File: config.mk
export PLATFORM = sky130hd
export DESIGN_NAME = arcade_sequencer
export DESIGN_NICKNAME = d
export VERILOG_FILES = /design/src/rtl/arcade_pkg.sv /design/src/rtl/btn_debounce.sv /design/src/rtl/arcade_sequencer.sv
export SDC_FILE = /design/constraint.sdc
export NUM_CORES = 1
export LEC_CHECK = 0
export CORE_UTILIZATION = 50
export CTS_BUF_LIST = sky130_fd_sc_hd__clkbuf_16
export CTS_CLUSTER_DIAMETER = 120
export DETAILED_ROUTE_END_ITERATION = 8
export GPL_ROUTABILITY_DRIVEN = 1
export HOLD_SLACK_MARGIN = 0.1
export PLACE_DENSITY = 0.9
export SETUP_SLACK_MARGIN = 0.15
export SYNTH_ARGS = -nofsm -noshare
export SYNTH_HDL_FRONTEND = slang
export SYNTH_SLANG_ARGS = --single-unit
export TNS_END_PERCENT = 1
File: constraint.sdc
create_clock -name clk -period 6.4 [get_ports clk]
set_input_delay 1.6 -clock clk [delete_from_list [all_inputs] [get_ports clk]]
set_output_delay 1.6 -clock clk [all_outputs]
set_load 0.1 [all_outputs]
File: src/rtl/arcade_pkg.sv
// arcade_pkg: shared definitions for the arcade sequencer slice.
//   - state_t        : sequencer FSM states
//   - DEF_NUM_GAMES  : default number of attached games
//   - DEF_TICK_DIV   : default clk cycles per game tick
//   - menu geometry  : bar placement on the 640x480 menu screen
//   - menu colours   : 12-bit {r,g,b} colours used by the menu renderer
package arcade_pkg;

    typedef enum logic [1:0] {
        ST_MENU,
        ST_LAUNCH,
        ST_RUN,
        ST_RESULT
    } state_t;

    localparam int DEF_NUM_GAMES = 4;
    localparam int DEF_TICK_DIV  = 500000;

    // Number of clk cycles a game is held in reset before it starts running.
    localparam int LAUNCH_CYCLES = 2;

    // Menu bars: bar i covers BAR_X_MIN <= x < BAR_X_MAX and
    // BAR_Y_BASE + BAR_PITCH*i <= y < BAR_Y_BASE + BAR_PITCH*i + BAR_HEIGHT.
    localparam int BAR_X_MIN  = 200;
    localparam int BAR_X_MAX  = 440;
    localparam int BAR_Y_BASE = 100;
    localparam int BAR_PITCH  = 80;
    localparam int BAR_HEIGHT = 60;

    localparam logic [11:0] COLOR_SEL   = 12'hFFF;
    localparam logic [11:0] COLOR_UNSEL = 12'h444;
    localparam logic [11:0] COLOR_BG    = 12'h000;

endpackage

File: src/rtl/btn_debounce.sv
// btn_debounce: conditions one raw active-low pushbutton.
//   The button passes a 2-flop synchroniser, is sampled once per game tick,
//   and a press is reported when the sampled level goes 1 -> 0 between two
//   consecutive ticks.
// Ports:
//   clk    in  system clock
//   rst    in  asynchronous active-high reset (everything reads "released")
//   tick   in  one-cycle game tick strobe
//   btn_n  in  raw active-low button
//   press  out one-cycle press pulse, registered on the sampling tick
module btn_debounce
    import arcade_pkg::*;
(
    input  logic clk,
    input  logic rst,
    input  logic tick,
    input  logic btn_n,
    output logic press
);

    logic sync_1;
    logic sync_2;
    logic sample;

    // The sample only moves on ticks, so bounce shorter than a tick is
    // invisible; the press pulse is cleared on every other cycle.
    always_ff @(posedge clk or posedge rst) begin
        if (rst) begin
            sync_1 <= 1'b1;
            sync_2 <= 1'b1;
            sample <= 1'b1;
            press  <= 1'b0;
        end else begin
            sync_1 <= btn_n;
            sync_2 <= sync_1;
            press  <= 1'b0;
            if (tick) begin
                sample <= sync_2;
                press  <= sample & ~sync_2;
            end
        end
    end

endmodule

File: src/rtl/arcade_sequencer.sv
// arcade_sequencer: menu + launcher for up to four small VGA games.
//   MENU shows one bar per game and lets the player pick with up/down,
//   sel launches the chosen game (2-cycle reset pulse), RUN hands the screen
//   to that game until its done flag, RESULT freezes it on screen for
//   RESULT_TICKS ticks, then control returns to MENU.
// Optional feature: define ARCADE_IDLE_TIMEOUT_EN to abort a game back to
//   MENU after IDLE_TICKS ticks in RUN without any button press.
// Ports:
//   clk, rst                      clock, asynchronous active-high reset
//   x [9:0], y [8:0]              current VGA pixel position
//   btn_up_n/btn_down_n/btn_sel_n raw active-low buttons
//   game_done  [NUM_GAMES]        per-game done level
//   game_rgb   [12*NUM_GAMES]     per-game pixel, game i at [12i+11:12i]
//   game_rst_n [NUM_GAMES]        per-game active-low reset
//   game_start [NUM_GAMES]        one-hot run enable
//   active_game [1:0]             current selection
//   vga_r/vga_g/vga_b [3:0]       muxed pixel colour
module arcade_sequencer
    import arcade_pkg::*;
#(
    parameter int NUM_GAMES    = DEF_NUM_GAMES,
    parameter int TICK_DIV     = DEF_TICK_DIV,
    parameter int RESULT_TICKS = 200,
    parameter int IDLE_TICKS   = 6000
) (
    input  logic                    clk,
    input  logic                    rst,
    input  logic [9:0]              x,
    input  logic [8:0]              y,
    input  logic                    btn_up_n,
    input  logic                    btn_down_n,
    input  logic                    btn_sel_n,
    input  logic [NUM_GAMES-1:0]    game_done,
    input  logic [12*NUM_GAMES-1:0] game_rgb,
    output logic [NUM_GAMES-1:0]    game_rst_n,
    output logic [NUM_GAMES-1:0]    game_start,
    output logic [1:0]              active_game,
    output logic [3:0]              vga_r,
    output logic [3:0]              vga_g,
    output logic [3:0]              vga_b
);

    localparam int TW = (TICK_DIV > 1) ? $clog2(TICK_DIV) : 1;
    localparam int RW = $clog2(RESULT_TICKS + 1);
    localparam logic [1:0] LAST_SEL = 2'(NUM_GAMES - 1);

    if (NUM_GAMES < 2 || NUM_GAMES > 4 || TICK_DIV < 2 ||
        RESULT_TICKS < 1 || IDLE_TICKS < 1) begin : g_bad_params
        $error("arcade_sequencer: parameter out of range");
    end

    logic [TW-1:0] tick_cnt;
    logic          tick;
    logic          press_up;
    logic          press_down;
    logic          press_sel;

    state_t        state_q, state_d;
    logic [1:0]    sel_q, sel_d;
    logic          launch_q, launch_d;
    logic [RW-1:0] res_q, res_d;

    logic [11:0]   game_pix;
    logic [11:0]   menu_pix;
    logic [11:0]   vga_pix;

    // Free-running tick divider shared by the buttons and the FSM timers.
    always_ff @(posedge clk or posedge rst) begin
        if (rst) begin
            tick_cnt <= '0;
        end else if (tick) begin
            tick_cnt <= '0;
        end else begin
            tick_cnt <= tick_cnt + 1'b1;
        end
    end

    assign tick = (tick_cnt == TW'(TICK_DIV - 1));

    btn_debounce u_btn_up (
        .clk  (clk),
        .rst  (rst),
        .tick (tick),
        .btn_n(btn_up_n),
        .press(press_up)
    );

    btn_debounce u_btn_down (
        .clk  (clk),
        .rst  (rst),
        .tick (tick),
        .btn_n(btn_down_n),
        .press(press_down)
    );

    btn_debounce u_btn_sel (
        .clk  (clk),
        .rst  (rst),
        .tick (tick),
        .btn_n(btn_sel_n),
        .press(press_sel)
    );

`ifdef ARCADE_IDLE_TIMEOUT_EN
    localparam int IW = $clog2(IDLE_TICKS + 1);
    logic [IW-1:0] idle_q, idle_d;
    logic          any_press;
    assign any_press = press_up | press_down | press_sel;
`endif

    always_ff @(posedge clk or posedge rst) begin
        if (rst) begin
            state_q  <= ST_MENU;
            sel_q    <= 2'd0;
            launch_q <= 1'b0;
            res_q    <= '0;
`ifdef ARCADE_IDLE_TIMEOUT_EN
            idle_q   <= '0;
`endif
        end else begin
            state_q  <= state_d;
            sel_q    <= sel_d;
            launch_q <= launch_d;
            res_q    <= res_d;
`ifdef ARCADE_IDLE_TIMEOUT_EN
            idle_q   <= idle_d;
`endif
        end
    end

    // Next-state logic. sel only moves in MENU; a sel press beats a
    // simultaneous up/down, and up+down together cancel out.
    always_comb begin
        state_d  = state_q;
        sel_d    = sel_q;
        launch_d = launch_q;
        res_d    = res_q;
`ifdef ARCADE_IDLE_TIMEOUT_EN
        idle_d   = idle_q;
`endif
        case (state_q)
            ST_MENU: begin
                if (press_sel) begin
                    state_d  = ST_LAUNCH;
                    launch_d = 1'b0;
                end else if (press_up && !press_down) begin
                    sel_d = (sel_q == 2'd0) ? LAST_SEL : sel_q - 2'd1;
                end else if (press_down && !press_up) begin
                    sel_d = (sel_q == LAST_SEL) ? 2'd0 : sel_q + 2'd1;
                end
            end
            ST_LAUNCH: begin
                // launch_q marks the second LAUNCH cycle.
                if (launch_q) begin
                    state_d = ST_RUN;
`ifdef ARCADE_IDLE_TIMEOUT_EN
                    idle_d  = '0;
`endif
                end else begin
                    launch_d = 1'b1;
                end
            end
            ST_RUN: begin
                if (game_done[sel_q]) begin
                    state_d = ST_RESULT;
                    res_d   = '0;
                end
`ifdef ARCADE_IDLE_TIMEOUT_EN
                else if (any_press) begin
                    idle_d = '0;
                end else if (tick) begin
                    if (idle_q == IW'(IDLE_TICKS - 1)) begin
                        state_d = ST_MENU;
                    end else begin
                        idle_d = idle_q + 1'b1;
                    end
                end
`endif
            end
            ST_RESULT: begin
                if (tick) begin
                    if (res_q == RW'(RESULT_TICKS - 1)) begin
                        state_d = ST_MENU;
                    end else begin
                        res_d = res_q + 1'b1;
                    end
                end
            end
            default: begin
                state_d = ST_MENU;
            end
        endcase
    end

    assign game_pix = game_rgb[12*sel_q +: 12];

    // Menu renderer: purely combinational from x, y and the selection.
    always_comb begin
        menu_pix = COLOR_BG;
        if (x >= 10'(BAR_X_MIN) && x < 10'(BAR_X_MAX)) begin
            for (int i = 0; i < NUM_GAMES; i++) begin
                if (y >= 9'(BAR_Y_BASE + BAR_PITCH * i) &&
                    y <  9'(BAR_Y_BASE + BAR_PITCH * i + BAR_HEIGHT)) begin
                    menu_pix = (sel_q == 2'(i)) ? COLOR_SEL : COLOR_UNSEL;
                end
            end
        end
    end

    // Game control and screen source per state. LAUNCH blanks the screen
    // while the chosen game is held in reset.
    always_comb begin
        game_rst_n = '0;
        game_start = '0;
        vga_pix    = menu_pix;
        case (state_q)
            ST_LAUNCH: begin
                vga_pix = COLOR_BG;
            end
            ST_RUN: begin
                game_rst_n[sel_q] = 1'b1;
                game_start[sel_q] = 1'b1;
                vga_pix           = game_pix;
            end
            ST_RESULT: begin
                game_rst_n[sel_q] = 1'b1;
                vga_pix           = game_pix;
            end
            default: begin
                vga_pix = menu_pix;
            end
        endcase
    end

    assign active_game = sel_q;
    assign vga_r       = vga_pix[11:8];
    assign vga_g       = vga_pix[7:4];
    assign vga_b       = vga_pix[3:0];

endmodule

=== After elaboration in Yosys (flattened, before gate mapping) ===
Cells that the tools add are included.
Widths: inputs -> output; s select.

* Bits in registers: 44
* Latch bits: 0
* RAM bits: 0
* Bits in read-only memories: 0
* Bits of input ports: 76
* Output and inout port bits: 22
* Word-level logic and storage cells: 112
* Memories: 0

* $add $sub $neg: 4
* $mul: 1
* Div/mod/pow operators: 0
* Magnitude comparators: 12
* Equality and inequality tests: 14
* Shifts and indexed selects: 1
* Muxes and demuxes: 36
* Bitwise gates (word level): 7
* Reductions and logical operators: 20

{| class="wikitable"
|+ Operators with widths
! kind !! count
|-
| $mux 12 || 9
|-
| $shiftx 48x7->12 || 1
|-
| $mux 8 || 3
|-
| $pmux 12 s2 || 1
|-
| $add 19x1->19 const B || 1
|-
| $eq 19x19->1 const B || 1
|-
| $mux 19 || 1
|-
| $ge 9x9->1 const B || 2
|-
| $lt 9x8->1 const B || 2
|-
| $lt 9x9->1 const B || 2
|-
| $mux 2 || 9
|-
| $pmux 8 s2 || 1
|-
| $ge 10x8->1 const B || 1
|-
| $lt 10x9->1 const B || 1
|-
| $ne 2x2->1 const B || 5
|-
| $ge 9x7->1 const B || 1
|-
| $ge 9x8->1 const B || 1
|-
| $add 8x1->8 const B || 1
|-
| $eq 2x2->1 const B || 4
|-
| $eq 8x8->1 const B || 1
|-
| $logic_and 1x1->1 || 8
|-
| $mux 4 || 2
|-
| $pmux 2 s4 || 1
|-
| $mux 1 || 6
|-
| 20 further kinds || 30
|}

=== Depth between registers and ports, before layout ===
Gate-level depths: netlist (run 1).

* Depth in word-level cells: 8
* Mapped depth: 9
* Mapped depth without buffers: 7

=== Hierarchy ===
A second synthesis (run 1) with hierarchy kept.

* Cells, all modules: 292
* Area total of the unflattened synthesis: 2934.1 µm²

{| class="wikitable"
|+ Modules (own cells, without submodules)
! module !! times used !! cells each !! area each (µm²) !! seq. area each (µm²)
|-
| arcade_sequencer || 1 || 271 || 2536.2 || 800.8
|-
| btn_debounce || 3 || 7 || 132.6 || 103.8
|}

=== Least setup slack after synthesis (run 1) ===
OpenSTA, ideal clock, no wires.

* Kind: input to output
* Start: in game_rgb[21]
* End: out vga_r[1]
* Arrival time: 3.948 ns
* Path slack: 0.852 ns
* Stages: 3
* Path buffers: 0
* Cells stage by stage: mux4_2 -> inv_1 -> o21ai_0

* Cells in the longest elaborated chain, start to end: 2

{| class="wikitable"
|+ Ends and longest elaborated chain
! item !! line !! text
|-
| start, declared || arcade_sequencer.sv:34 || <nowiki>input logic [12*NUM_GAMES-1:0] game_rgb,</nowiki>
|-
| $shiftx 48x7->12 || arcade_sequencer.sv:195 || <nowiki>assign game_pix = game_rgb[12*sel_q +: 12];</nowiki>
|-
| $pmux 12 s2 || arcade_sequencer.sv:216 || <nowiki>case (state_q)</nowiki>
|-
| end, declared || arcade_sequencer.sv:38 || <nowiki>output logic [3:0] vga_r,</nowiki>
|}

No other way between the ends.

=== Final worst setup path (run 1) ===
* Start: in y[4]
* End: out vga_r[3]

* Cells in the longest elaborated chain, start to end: 8
* Elaborated cells between the ends (all ways): 18
* Classes of those cells: 8 x order compare; 6 x mux; 4 x reduce/logical

{| class="wikitable"
|+ Ends and longest elaborated chain
! item !! line !! text
|-
| start, declared || arcade_sequencer.sv:29 || <nowiki>input logic [8:0] y,</nowiki>
|-
| $ge 9x7->1 or $lt 9x8->1 (tied branches) || arcade_sequencer.sv:202, arcade_sequencer.sv:203 ||
|-
| $logic_and 1x1->1 || arcade_sequencer.sv:202 || <nowiki>if (y >= 9'(BAR_Y_BASE + BAR_PITCH * i) &&</nowiki>
|-
| $mux 12 (3 in series) || arcade_sequencer.sv:202 ||
|-
| $mux 12 (*) || arcade_sequencer.sv:202 ||
|-
| $mux 12 (*) || arcade_sequencer.sv:200 || <nowiki>if (x >= 10'(BAR_X_MIN) && x < 10'(BAR_X_MAX)) begin</nowiki>
|-
| $pmux 12 s2 (*) || arcade_sequencer.sv:216 ||
|}

Mark *: on every way between the ends. The rest lies on a longest branch, timed or not.

==> results of run 1 <==
## cell usage after synthesis, types with 2 or more instances
cell type / count
a21oi_1: 8
a221o_1: 2
a31oi_1: 3
and2_1: 6
and3_1: 7
and4_1: 2
buf_2: 3
clkbuf_1: 7
dfrtp_1: 35
dfstp_2: 9
ha_1: 11
inv_1: 28
mux2_2: 2
mux2i_1: 5
mux4_1: 2
mux4_2: 11
nand2_1: 23
nand2b_1: 2
nand3_1: 12
nand3b_1: 2
nand4_1: 7
nor2_1: 16
nor2b_1: 8
nor3_1: 7
nor3b_1: 7
nor4_1: 4
nor4b_1: 2
nor4bb_1: 2
o211ai_1: 3
o21ai_0: 22
o22ai_1: 4
or2_2: 3
or3_1: 5
or4_1: 2
xnor2_1: 12
xor2_1: 5
## where the power goes
| part | total [mW] | internal, mW | switching (mW) |
|---|---|---|---|
| clock | 0.281 | 0.182 | 0.0995 |
| combinational | 0.657 | 0.172 | 0.485 |
| sequential | 0.304 | 0.292 | 0.0121 |
| total | 1.24 | 0.646 | 0.597 |
## final timing paths
kind	startpoint	to	slack, ns	depth (start not counted)
setup / recovery	y[4]	vga_r[3]	0.75	7
hold / removal	u_btn_sel.sync_1$_DFF_PP1_	u_btn_sel.sync_2$_DFF_PP1_	0.35	0
setup reg to reg	tick_cnt[6]$_DFF_PP0_	res_q[6]$_DFFE_PP0P_	3.60	5
hold reg to reg	u_btn_sel.sync_1$_DFF_PP1_	u_btn_sel.sync_2$_DFF_PP1_	0.35	0
max in group asynchronous	rst	u_btn_down.sample$_DFFE_PP1N_	4.27	3
min in group asynchronous	rst	tick_cnt[10]$_DFF_PP0_	1.75	3
## state kept, by name (all words and copies together), names as in the netlist, 2 cells and up
name	cells
tick_cnt	19
res_q	8
active_game	2
state_q	2
## worst register-to-register path: cells and delay by family (launching register included)
family,cells,cell delay (ns)
DFF,1,0.42
and+or+nand+nor,3,1.75
AOI/OAI and AO/OA,2,0.51
## per-stage QoR
stage	area [um^2]	utilization [%]	cells	setup WS, ns
6_report	4053	72.27	467	0.7514
5_1_grt	4053	72.27	467	0.6553
4_1_cts	4053	72.27	467	0.7848
3_5_place_dp	3889	69.34	459	0.7925
3_3_place_gp	3889	69.34	459	0.9118
2_1_floorplan	2953	-	305	0.8516
## area by class of cell
cell class	count	area share [%]
flip-flops and latches	44	27.45
well taps	72	2.223
clock buffers	5	3.087
inverters	28	2.593
clock inverters	3	0.9571
multi-input cells	222	41.53
repair buffers	93	22.17
## cell families after synthesis
logic type | count (synthesis)
simple gates | 120
compound gates | 54
flops | 44
buf+inv | 39
mux | 20
xor+xnor | 17
fa+ha+maj | 11
## per-layer routing
layer | up-vias | routed length [um] | track usage (%) | part of all wire (%)
li1 | 1280 | - | - | -
met1 | 1320 | 2955 | 26.52 | 39
met3 | 7 | 535 | 6.322 | 7.1
met5 | - | 0 | 0 | 0
met2 | 95 | 3924 | 47.74 | 52
met4 | 0 | 99 | 10.00 | 1.3
==> flow_summary.json, run 1 <==
{
  "outcome": "finished, final reports clean",
  "fmax_mhz": 177.0,
  "cts-root-buf": "clkbuf_16",
  "synth_edf_count": 0,
  "p_leak_nw": 1.679,
  "clock_latency_ns": 0.28,
  "cp-end-kind": "output port",
  "fin_setup_tns_ns": 0,
  "grt_max_degree": 45,
  "ant_nets": 0,
  "max_cap_viol_count": 0,
  "syn_area_per_cell_um2": 9.681,
  "synthArstFlopShare_pct": 100.0,
  "crit_family": "compound AO/OA/AOI/OAI gates",
  "diodes": 0,
  "period_needed_ns": 5.649,
  "cpPeakStageDelay_ns": 0.60,
  "drcViolationCount": 0,
  "routedWlPerCell_um": 16.09,
  "synthSimpleGateAreaFrac_pct": 22.80,
  "yosysSeqAreaShare_pct": 37.67,
  "numClockSinks": 44,
  "synth_nets": 392,
  "finClkSkew_ns": 0.004846,
  "drt_wl_total_um": 7514,
  "cts_buffers": 5,
  "initial_core_util_pct": 52.66,
  "regArea_um2": 1112,
  "ys_warn_count": 0,
  "via_per_inst": 5.786,
  "nNetsFinal": 481,
  "startpoint_type": "input pin",
  "worst_pin_slew_ns": 1.216,
  "multi_input_comb_area_um2": 1683,
  "worst-path-buf-inv": 2,
  "cts.clk_slew.worst_paths_ns": 0.06,
  "hold_path.class": "reg -> reg",
  "synthMuxAreaShare_pct": 12.63,
  "drive_gt1_share_pct": 12.66,
  "synth_area_leader_cell": "dfrtp_1",
  "synth_top_family_by_area": "simple AND/OR/NAND/NOR gates",
  "hold_slack_ns": 0.3549,
  "dieWidth_um": 78.85,
  "hold_violations": 0,
  "fillers": 407,
  "grt_pass1_wl_um": 12170,
  "cts.htree.levels": 2,
  "area_growth_pct": 37.25,
  "grt_antenna_before_repair": 0,
  "final_cell_mix": "clkdlybuf4s50_1, dfrtp_1, inv_1, nand2_1, o21ai_0",
  "synthAdderAreaFrac_pct": 4.661,
  "synthXorXnorAreaFrac_pct": 5.042,
  "synth_cell_types": 52,
  "path_max_fanout": 9,
  "first_pass_iters": 4,
  "fin_crit_sh_pct": 88.26,
  "p_per_area_nw_per_um2": 306.5,
  "ir_drop_mv": 0.3525,
  "netlist_instances": 305,
  "drt-initial-drc-count": 155,
  "clk_path_buf_depth": 2,
  "synthesis.area_um2": 2953,
  "slew_headroom_pct": 18.76,
  "ios": 98,
  "hpwl_um": 5708,
  "yosys_most_used_dff": "dfrtp_1",
  "final_common_cell": "clkdlybuf4s50_1",
  "yosys-top-cells-area": "dfrtp_1, mux4_2, dfstp_2",
  "place.gp.congestion": 0.8397,
  "setup_violations": 0,
  "cp_data_required_time_ns": 4.80,
  "die_h_um": 78.85,
  "post_cts_resized": 0,
  "grt_usage_pct": 25.23,
  "critical_path_class": "in -> out",
  "ys_ff_latch": 44,
  "synth_top_area_share_pct": 29.66,
  "grt_pass1_vias": 2729,
  "cts_hold_buf": 0,
  "finalPower_mw": 1.242,
  "rsz0062_at_grt": "false",
  "path_cells": "clkdlybuf4s50_1 -> nor3_1 -> o22ai_1 -> and3_1 -> o311ai_2 -> o21ai_0 -> buf_4",
  "post_cts_buffers": 0,
  "vias": 2702,
  "core_area_um2": 5608,
  "slew_viol_final": 0,
  "synth_compound_area_share_pct": 11.86,
  "port_buffers": 92,
  "rows": 27,
  "gr-total-overflow": 0,
  "die_area_um2": 6217,
  "slowest_stage": "o311ai_2",
  "cts_tree": "yes",
  "cp.arrival_ns": 4.05
}
Note: power is estimated with default switching activity, not from simulation.
==> inputs of run 2 (changes only) <==
- TNS_END_PERCENT: 1 -> not set
==> results of run 2 <==
Same layout as run 1: the final DEF is identical, and so are final timing and power.
==> inputs of run 3 (changes only) <==
- SYNTH_HIERARCHICAL: not set -> 1
==> run 3 against run 2 <==
  * Count of clock-buffer cells in the layout unchanged
  * Synthesized cell count decreased by 4.3%
  * Worst setup slack improved by 0.070 ns
  * Global-route usage increased by 1.1 points
  * Worst hold slack about the same
  * Largest cell class unchanged
  * Critical path type unchanged
  * Synthesized area decreased by 0.64%
  * Combinational power decreased by 1%
  * First-iteration DRC count decreased by 26%
  * Power decreased by 3.2%
  * Die area decreased by 0.62%
  * Register-to-register slack improved by 0.39 ns
  * Sequential cell count unchanged
==> flow_summary.json, run 3 <==
{
  "vias": 2669,
  "grt_pass1_vias": 2746,
  "post_cts_resized": 0,
  "hold_path.class": "reg -> reg",
  "first_pass_iters": 4,
  "drt_wl_total_um": 7847,
  "synthArstFlopShare_pct": 100.0,
  "dieWidth_um": 78.61,
  "drive_gt1_share_pct": 14.55,
  "netlist_instances": 292,
  "dpl_cell_area_um2": 3880,
  "rows": 27,
  "hold_slack_ns": 0.3550,
  "cp_data_required_time_ns": 4.80,
  "synth_area_leader_cell": "dfrtp_1",
  "startpoint_type": "input pin",
  "synth_edf_count": 0,
  "ant_nets": 0,
  "cts_tree": "yes",
  "port_buffers": 92,
  "cts.clk_slew.worst_paths_ns": 0.06,
  "path_max_fanout": 9,
  "via_per_inst": 5.840,
  "final_cell_mix": "clkdlybuf4s50_1, dfrtp_1, nand2_1, nor2_1, a21oi_1",
  "finClkSkew_ns": 0.005565,
  "synth_top_area_share_pct": 29.85,
  "setup_violations": 0,
  "yosysSeqAreaShare_pct": 37.91,
  "drcViolationCount": 0,
  "routedWlPerCell_um": 17.17,
  "top_register": "tick_cnt",
  "final_common_cell": "clkdlybuf4s50_1",
  "fin_crit_sh_pct": 87.16,
  "yosysMostFrequentCell": "dfrtp_1",
  "numClockSinks": 44,
  "nNetsFinal": 471,
  "cts_hold_buf": 0,
  "regArea_um2": 1112,
  "synth_nets": 379,
  "fin_setup_tns_ns": 0,
  "die_h_um": 78.61,
  "outcome": "finished, final reports clean",
  "largest_registers": "tick_cnt x19, res_q x8",
  "cts-root-buf": "clkbuf_16",
  "worst_pin_slew_ns": 1.062,
  "initial_core_util_pct": 52.64,
  "diodes": 0,
  "fmax_mhz": 179.3,
  "p_per_area_nw_per_um2": 298.8,
  "grt_pass1_wl_um": 12580,
  "synthesis.area_um2": 2934,
  "drt-initial-drc-count": 115,
  "gr-total-overflow": 0,
  "place.gp.congestion": 0.9187,
  "grt_antenna_before_repair": 0,
  "rsz0062_at_grt": "false",
  "ys_warn_count": 6,
  "clk_path_buf_depth": 2,
  "yosys_most_used_dff": "dfrtp_1",
  "slew_headroom_pct": 28.93,
  "ys_ff_latch": 44,
  "grt_usage_pct": 26.29,
  "slew_viol_final": 0,
  "critical_path_class": "in -> out",
  "cp-end-kind": "output port",
  "post_cts_buffers": 0,
  "area_growth_pct": 37.14,
  "multi_input_comb_area_um2": 1712,
  "stdcell_area_um2": 4024,
  "cts_buffers": 5,
  "clock_latency_ns": 0.28,
  "die_area_um2": 6179,
  "synth_cell_types": 53,
  "syn_area_per_cell_um2": 10.05,
  "p_leak_nw": 1.713,
  "ir_drop_mv": 0.2399,
  "hold_violations": 0,
  "grt_max_degree": 33,
  "core_area_um2": 5574,
  "cp.arrival_ns": 3.98,
  "largest_reg_flops": 19,
  "fillers": 390,
  "ios": 98,
  "period_needed_ns": 5.578,
  "synth_top_cells_by_count": "dfrtp_1, nand2_1, nor2_1, a21oi_1",
  "yosys-top-cells-area": "dfrtp_1, mux4_2, dfstp_2",
  "hpwl_um": 6078,
  "cts.htree.levels": 2,
  "max_cap_viol_count": 0
}
## run 3: cell count changes after synthesis, sizes merged, moves of 3 or more
cell / delta
inv: -12
o21ai: -12
a21oi: +8
nand2: +7
or4: +7
nor3b: -6
o31ai: +6
a21o: +4
and3b: +4
xnor2: -4
xor2: +4
or2: -3
or3: -3
## run 3: layout make-up
class                      count  area share, %
multi-input combinational    223          42.54
sequential                    44          27.64
timing repair buffer          94          22.51
clock buffer                   5          3.109
tap                           72          2.239
inverter                      16          1.493
clock inverter                 3         0.4664
## run 3: power breakdown
part	total, mW	internal (mW)	switching, mW
Combinational	0.649	0.166	0.483
Sequential	0.308	0.293	0.0150
Clock	0.246	0.143	0.103
## run 3: kinds of logic (layout without fill, tap and decap cells)
kind of cell	count (synthesis)	count (layout)	share of synthesized area, %
mux	22	22	13.60
buf+inv	25	118	3.752
simple gates	120	120	22.52
xor+xnor	17	17	5.075
fa+ha+maj	11	11	4.691
flops	44	44	37.91
compound gates	53	53	12.45
## run 3: worst paths after layout
kind / startpoint / end / slack, ns / depth (start not counted)
worst min-delay path: u_btn_up/sync_1$_DFF_PP1_ / u_btn_up/sync_2$_DFF_PP1_ / 0.36 / 0
min in group asynchronous: rst / u_btn_sel/press$_DFF_PP0_ / 1.58 / 2
worst min register to register: u_btn_up/sync_1$_DFF_PP1_ / u_btn_up/sync_2$_DFF_PP1_ / 0.36 / 0
worst max-delay path: y[7] / vga_g[1] / 0.82 / 7
max in group asynchronous: rst / tick_cnt[14]$_DFF_PP0_ / 4.33 / 3
worst max register to register: res_q[0]$_DFFE_PP0P_ / res_q[4]$_DFFE_PP0P_ / 3.99 / 6
## run 3: through the flow
step | power [mW] | worst slack, ns | utilization (%) | std cells
6_report | 1.202 | 0.8217 | 72.19 | 457
4_1_cts | 1.202 | 0.8572 | 72.19 | 457
5_1_grt | 1.250 | 0.7374 | 72.19 | 457
2_1_floorplan | 0.7967 | 1.208 | - | 292
3_5_place_dp | 0.9544 | 0.8656 | 69.61 | 449
3_3_place_gp | 0.9378 | 0.8968 | 69.61 | 449
## run 3: metal layers
metal | global-route usage [%] | vias to the layer above | part of all wire (%)
met2 | 48.35 | 91 | 53
met4 | 9.074 | 0 | 2.1
met5 | 0 | - | 0
met3 | 5.814 | 14 | 7.2
met1 | 29.62 | 1304 | 38
li1 | - | 1260 | -
## run 3: critical path: stages
cell and delay [ns]:
clkdlybuf4s50_1 0.59, inv_2 0.09, or4_1 0.55, a2111oi_4 0.63, a21oi_1 0.10, nand2_1 0.12, buf_4 0.30
